===== src/rtl/aes_result_spi_tx.sv =====
// Holds one decrypted AES result and shifts it out MSB first to an
// external SPI mode-0 master, with sclk/cs_n synchronized into clk.
module aes_result_spi_tx #(
   parameter int DATA_W      = 128,
   parameter int SYNC_STAGES = 2
) (
   input  logic              clk,
   input  logic              rst_n,
   input  logic              flag,
   input  logic [DATA_W-1:0] data_in,
   input  logic              sclk,
   input  logic              cs_n,
   output logic              miso,
   output logic              loaded,
   output logic              tx_done,
   output logic              overflow
);

   localparam int CNT_W = $clog2(DATA_W) + 1;

   typedef enum logic [1:0] {IDLE, LOADED, SHIFT, DONE} state_e;

   state_e                 state_q, state_d;
   logic [SYNC_STAGES-1:0] sclk_sync_q, sclk_sync_d;
   logic [SYNC_STAGES-1:0] cs_sync_q, cs_sync_d;
   logic                   sclk_ed_q, sclk_ed_d;
   logic                   cs_ed_q, cs_ed_d;
   logic                   flag_ed_q, flag_ed_d;
   logic [DATA_W-1:0]      shift_q, shift_d;
   logic [DATA_W-1:0]      hold_q, hold_d;
   logic [CNT_W-1:0]       cnt_q, cnt_d;
   logic                   tx_done_q, tx_done_d;
   logic                   ovf_q, ovf_d;

   logic sclk_s, cs_s;
   logic sclk_rise, sclk_fall, cs_rise, cs_fall;
   logic flag_rise, last_bit;

   assign sclk_s    = sclk_sync_q[SYNC_STAGES-1];
   assign cs_s      = cs_sync_q[SYNC_STAGES-1];
   assign sclk_rise = sclk_s & ~sclk_ed_q;
   assign sclk_fall = ~sclk_s & sclk_ed_q;
   assign cs_rise   = cs_s & ~cs_ed_q;
   assign cs_fall   = ~cs_s & cs_ed_q;
   assign flag_rise = flag & ~flag_ed_q;
   assign last_bit  = (cnt_q == CNT_W'(DATA_W - 1));

   always_comb begin
      sclk_sync_d    = sclk_sync_q;
      cs_sync_d      = cs_sync_q;
      sclk_sync_d[0] = sclk;
      cs_sync_d[0]   = cs_n;
      for (int i = 1; i < SYNC_STAGES; i++) begin
         sclk_sync_d[i] = sclk_sync_q[i-1];
         cs_sync_d[i]   = cs_sync_q[i-1];
      end
      sclk_ed_d = sclk_s;
      cs_ed_d   = cs_s;
      flag_ed_d = flag;
   end

   always_ff @(posedge clk or negedge rst_n) begin
      if (!rst_n) begin
         state_q     <= IDLE;
         sclk_sync_q <= '0;
         cs_sync_q   <= '0;
         sclk_ed_q   <= 1'b0;
         cs_ed_q     <= 1'b0;
         flag_ed_q   <= 1'b0;
         shift_q     <= '0;
         hold_q      <= '0;
         cnt_q       <= '0;
         tx_done_q   <= 1'b0;
         ovf_q       <= 1'b0;
      end else begin
         state_q     <= state_d;
         sclk_sync_q <= sclk_sync_d;
         cs_sync_q   <= cs_sync_d;
         sclk_ed_q   <= sclk_ed_d;
         cs_ed_q     <= cs_ed_d;
         flag_ed_q   <= flag_ed_d;
         shift_q     <= shift_d;
         hold_q      <= hold_d;
         cnt_q       <= cnt_d;
         tx_done_q   <= tx_done_d;
         ovf_q       <= ovf_d;
      end
   end

   // Chip-select level, not its edges, governs entry and abort.
   always_comb begin
      state_d = state_q;
      case (state_q)
         IDLE:    if (flag_rise) state_d = LOADED;
         LOADED:  if (!cs_s) state_d = SHIFT;
         SHIFT: begin
            if (cs_s)                       state_d = LOADED;
            else if (sclk_rise && last_bit) state_d = DONE;
         end
         DONE:    if (cs_s) state_d = IDLE;
         default: state_d = IDLE;
      endcase
   end

   always_comb begin
      shift_d   = shift_q;
      hold_d    = hold_q;
      cnt_d     = cnt_q;
      tx_done_d = (state_q == SHIFT) && (state_d == DONE);
      ovf_d     = flag_rise && (state_q != IDLE);
      case (state_q)
         IDLE: begin
            if (flag_rise) begin
               shift_d = data_in;
               hold_d  = data_in;
            end
         end
         LOADED: begin
            if (!cs_s) begin
               shift_d = hold_q;
               cnt_d   = '0;
            end
         end
         SHIFT: begin
            if (!cs_s) begin
               if (sclk_rise) cnt_d = cnt_q + CNT_W'(1);
               if (sclk_fall) shift_d = {shift_q[DATA_W-2:0], 1'b0};
            end
         end
         default: ;
      endcase
   end

   always_comb begin
      miso     = (state_q == SHIFT) ? shift_q[DATA_W-1] : 1'b0;
      loaded   = (state_q == LOADED) || (state_q == SHIFT);
      tx_done  = tx_done_q;
      overflow = ovf_q;
   end

   logic unused_edges;
   assign unused_edges = cs_rise ^ cs_fall;

endmodule

===== config.mk =====
export PLATFORM = sky130hd
export DESIGN_NAME = aes_result_spi_tx
export DESIGN_NICKNAME = d
export VERILOG_FILES = /design/src/rtl/aes_result_spi_tx.sv
export SDC_FILE = /design/constraint.sdc
export NUM_CORES = 1
export LEC_CHECK = 0
export CORE_ASPECT_RATIO = 2
export CORE_MARGIN = 2
export CORE_UTILIZATION = 51
export CTS_BUF_LIST = sky130_fd_sc_hd__clkbuf_16
export DETAILED_ROUTE_END_ITERATION = 7
export PLACE_DENSITY_LB_ADDON = 0.15
export SETUP_SLACK_MARGIN = 0.3
export SKIP_LAST_GASP = 1
export SLEW_MARGIN = 30
export SYNTH_ARGS = -nofsm -noshare
export SYNTH_HDL_FRONTEND = slang
export SYNTH_SLANG_ARGS = --single-unit

===== constraint.sdc =====
create_clock -name clk -period 2.4 [get_ports clk]
set_input_delay 0.36 -clock clk [delete_from_list [all_inputs] [get_ports clk]]
set_output_delay 0.36 -clock clk [all_outputs]
set_load 0.02 [all_outputs]

==> impl_metrics.csv <==
group,metric,value,unit
power,switching_share,38.6,%
cells_and_area,drive_above_1_share,15.0,%
critical_path,regToRegStartpoint,"state_q[0]",
synth,yosys_most_used_dff,"dfrtp_1",
power,leakagePower,6.39,nW
die,fp.coreArea,23900,um2
die,die_h,225,um
critical_path,rrSetupSlack,340,ps
critical_path,timing.rr.end,"shift_q[90]",
timing,worst_pin_slew,647,ps
clock_network,h-tree-depth,1,
cells_and_area,synthToLayoutAreaGrowth,20.5,%
synth,synth_top_area_share,55.3,%
min_path,hold_path_startpoint,"sclk",
synth,syn_area,12400,um2
clock_network,clock_tree.buffer_depth,3,
clock_network,cts.clk_slew.worst_paths,60,ps
detailed_routing,drt-vias-per-instance,5.83,
clock_network,root_buffer,"clkbuf_16",
global_route,grt_pass1_vias,9281,
critical_path,rr_worst_depth,7,
synth,yosysUniqueCellTypes,38,
detailed_routing,routedWlPerCell,18.1,um
critical_path,crit_chain,"inv_2 -> ha_4 -> buf_4 -> a21o_1 -> a221o_4 -> clkbuf_16 -> o21ai_0",
clock_network,cts_tree,"done",
global_route,grt_max_degree,151,
power,combPwrFrac,43.1,%
placement,hpwl,16.2,mm
die,die_area,25700,um2
placement,gp_congestion,0.764,
power,seqPwrFrac,38.7,%
detailed_routing,drt_iter0_markers,632,
cells_and_area,multiInputGateArea,5150,um2
cells_and_area,fillers,2012,
timing,drv_slew,0,
job,drv_cap,0,
power,pwr-share-clk,18.2,%
global_route,gr-usage-all-layers,21.9,%
timing,rsz0062_at_grt,"false",
power,power.density,1390,nW/um2
critical_path,cp.arrival,2490,ps
detailed_routing,via_count,9352,
timing,clock_skew,12.8,ps
synth,synth.area.top_cells,"dfrtp_1 55%, mux2_2 12%, o21ai_0 8.8%",
global_route,gr-total-overflow,0,
detailed_routing,drc_errors,0,
die,io_pins,137,
cells_and_area,seq_area,6860,um2
synth,yosysWarnings,0,
synth,synth_area_per_cell,10.2,um2
critical_path,slowest_stage,"a221o_4",
die,initial_core_util,51.9,%
placement,io_buffers,136,
power,total_power,0.0208,W
timing,clock.fmax,487,MHz
critical_path,critPathKind,"register to register",
timing,fin_tns_setup,0,ps
clock_network,clk_latency,530,ps
critical_path,critPathLaunchType,"register",
cells_and_area,layout.nets,1442,
detailed_routing,detail_route.first_pass.iterations,5,
global_route,grt_pass1_wl,46.1,mm
power,switchingPower,0.00804,W
synth,yosysSeqAreaShare,55.3,%
min_path,min_path_type,"input port to register",
min_path,hold_path_depth,1,
critical_path,critPathMaxStageDelay,480,ps
cells_and_area,diodes,0,
die,num_rows,80,
timing,hold-worst-slack,278,ps
clock_network,numCtsBuffers,25,
synth,yosysTopAreaCell,"dfrtp_1",
synth,ys_async_sr_fraction,100,%
synth,synth_edf_count,0,
synth,syn_nets,1351,
detailed_routing,routed_wl,29.1,mm
timing,finalSetupViolCount,0,
power,intPower,0.0128,W
timing,max_slew_margin,56.9,%
synth,netlist_instances,1212,
timing,fin_crit,2060,ps
timing,hold_violations,0,
synth,yosys-top-cells-count,"274 x dfrtp_1, 258 x nand2_1, 219 x o21ai_0, 128 x a22oi_1, 128 x mux2_2",
cells_and_area,fin_util,62.5,%
critical_path,critPathRequiredTime,2840,ps
global_route,grt_antenna_before_repair,0,
critical_path,crit_fanout,59,
die,die_w,114,um
power,ir_drop,0.000755,V
min_path,worstHoldEndpoint,"sclk_sync_q[0]",
synth,yosysMostFrequentCell,"dfrtp_1",
run_status,status,"finished clean",
synth,synth_seq_cells,274,
detailed_routing,ant_nets,0,
timing,fin_crit_sh,85.6,%
critical_path,critPathCaptureType,"register",
clock_network,clock-sinks,274,
==> cells by family (layout without fill, tap and decap cells) <==
family          count (synthesis)  in the layout  share of synthesized area (%)
flops                         274            274                           55.3
mux                           129            129                           11.7
fa+ha+maj                       6              6                          0.605
xor+xnor                        4              4                          0.282
compound gates                405            405                           19.3
simple gates                  288            288                           9.15
buf+inv                       106            211                           3.69
==> per-layer routing <==
layer  wire length [um]  vias up  track usage (%)
met1              12500     4661             28.9
li1                   -     4460                -
met2              15000      200             38.2
met5                  0        -                0
met3               1080       31             2.53
met4                547        0             5.90
==> worst max-delay path: cells and delay by family (launching register included) <==
| family | cells | cell delay, ps |
|---|---|---|
| adders and majority gates | 1 | 180 |
| DFF | 1 | 420 |
| buffers and inverters | 3 | 510 |
| AOI/OAI and AO/OA | 3 | 850 |
==> placed cells by master (no fill, tap or decap), types with 6 or more instances in the layout <==
| cell type | synthesis | final |
|---|---|---|
| dfrtp_1 | 274 | 272 |
| nand2_1 | 258 | 258 |
| o21ai_0 | 219 | 218 |
| clkdlybuf4s50_1 | 0 | 133 |
| a22oi_1 | 128 | 128 |
| mux2_2 | 128 | 128 |
| o21ai_1 | 38 | 39 |
| clkbuf_16 | 0 | 28 |
| nor2_1 | 11 | 11 |
| buf_12 | 0 | 11 |
| buf_4 | 0 | 10 |
| inv_1 | 5 | 9 |
| clkinv_1 | 0 | 6 |
==> stage by stage <==
stage | worst slack, ps | cells | area [um2]
2_1_floorplan | 289 | 1212 | 12400
3_3_place_gp | 298 | 1552 | 14000
3_5_place_dp | 246 | 1552 | 14000
4_1_cts | 311 | 1597 | 14800
5_1_grt | 298 | 1604 | 15000
6_report | 345 | 1604 | 15000
==> state kept, by name, indices dropped and copies added (netlist names) <==
signal,flops
shift_q,128
sclk_ed_q,1
cnt_q,8
hold_q,128
overflow,1
tx_done,1
sclk_sync_q,2
state_q,2
cs_sync_q,2
flag_ed_q,1
==> how the worst max path moves through the flow <==
stage | startpoint | to | cells after the start | slack [ps]
floorplan | state_q[0] | shift_q[52] | 9 | 290
global placement | state_q[0] | shift_q[11] | 7 | 300
detailed placement | state_q[0] | shift_q[117] | 7 | 250
CTS | state_q[0] | shift_q[117] | 8 | 310
global route | state_q[0] | shift_q[74] | 8 | 300
finish | state_q[0] | shift_q[90] | 7 | 340
==> power groups by stage <==
stage          clock [W]  sequential [W]  combinational (W)
6_report         0.00378         0.00807            0.00897
5_1_grt          0.00403         0.00833             0.0102
4_1_cts          0.00388         0.00806            0.00853
3_5_place_dp           0         0.00813            0.00850
3_3_place_gp           0         0.00803            0.00824
2_1_floorplan          0         0.00778            0.00665
==> what timing repair did <==
item | CTS | global route
hold buffers | 1 | 0
cloned | 0 | 4
hold endpoints to repair | 51 | 0
endpoints found under the setup margin | 129 | 129
buffers inserted | 3 | 3
resized for setup | 9 | 6
pin swaps | 0 | 1
==> layout make-up <==
class	instances	area share, %
clock buffers	25	4.18
clock inverters	16	0.778
inverters	5	0.126
multi-input cells	832	34.4
flip-flops and latches	274	45.9
well taps	287	2.40
repair buffers	165	12.2
Note: power is estimated with default switching activity, not from simulation.
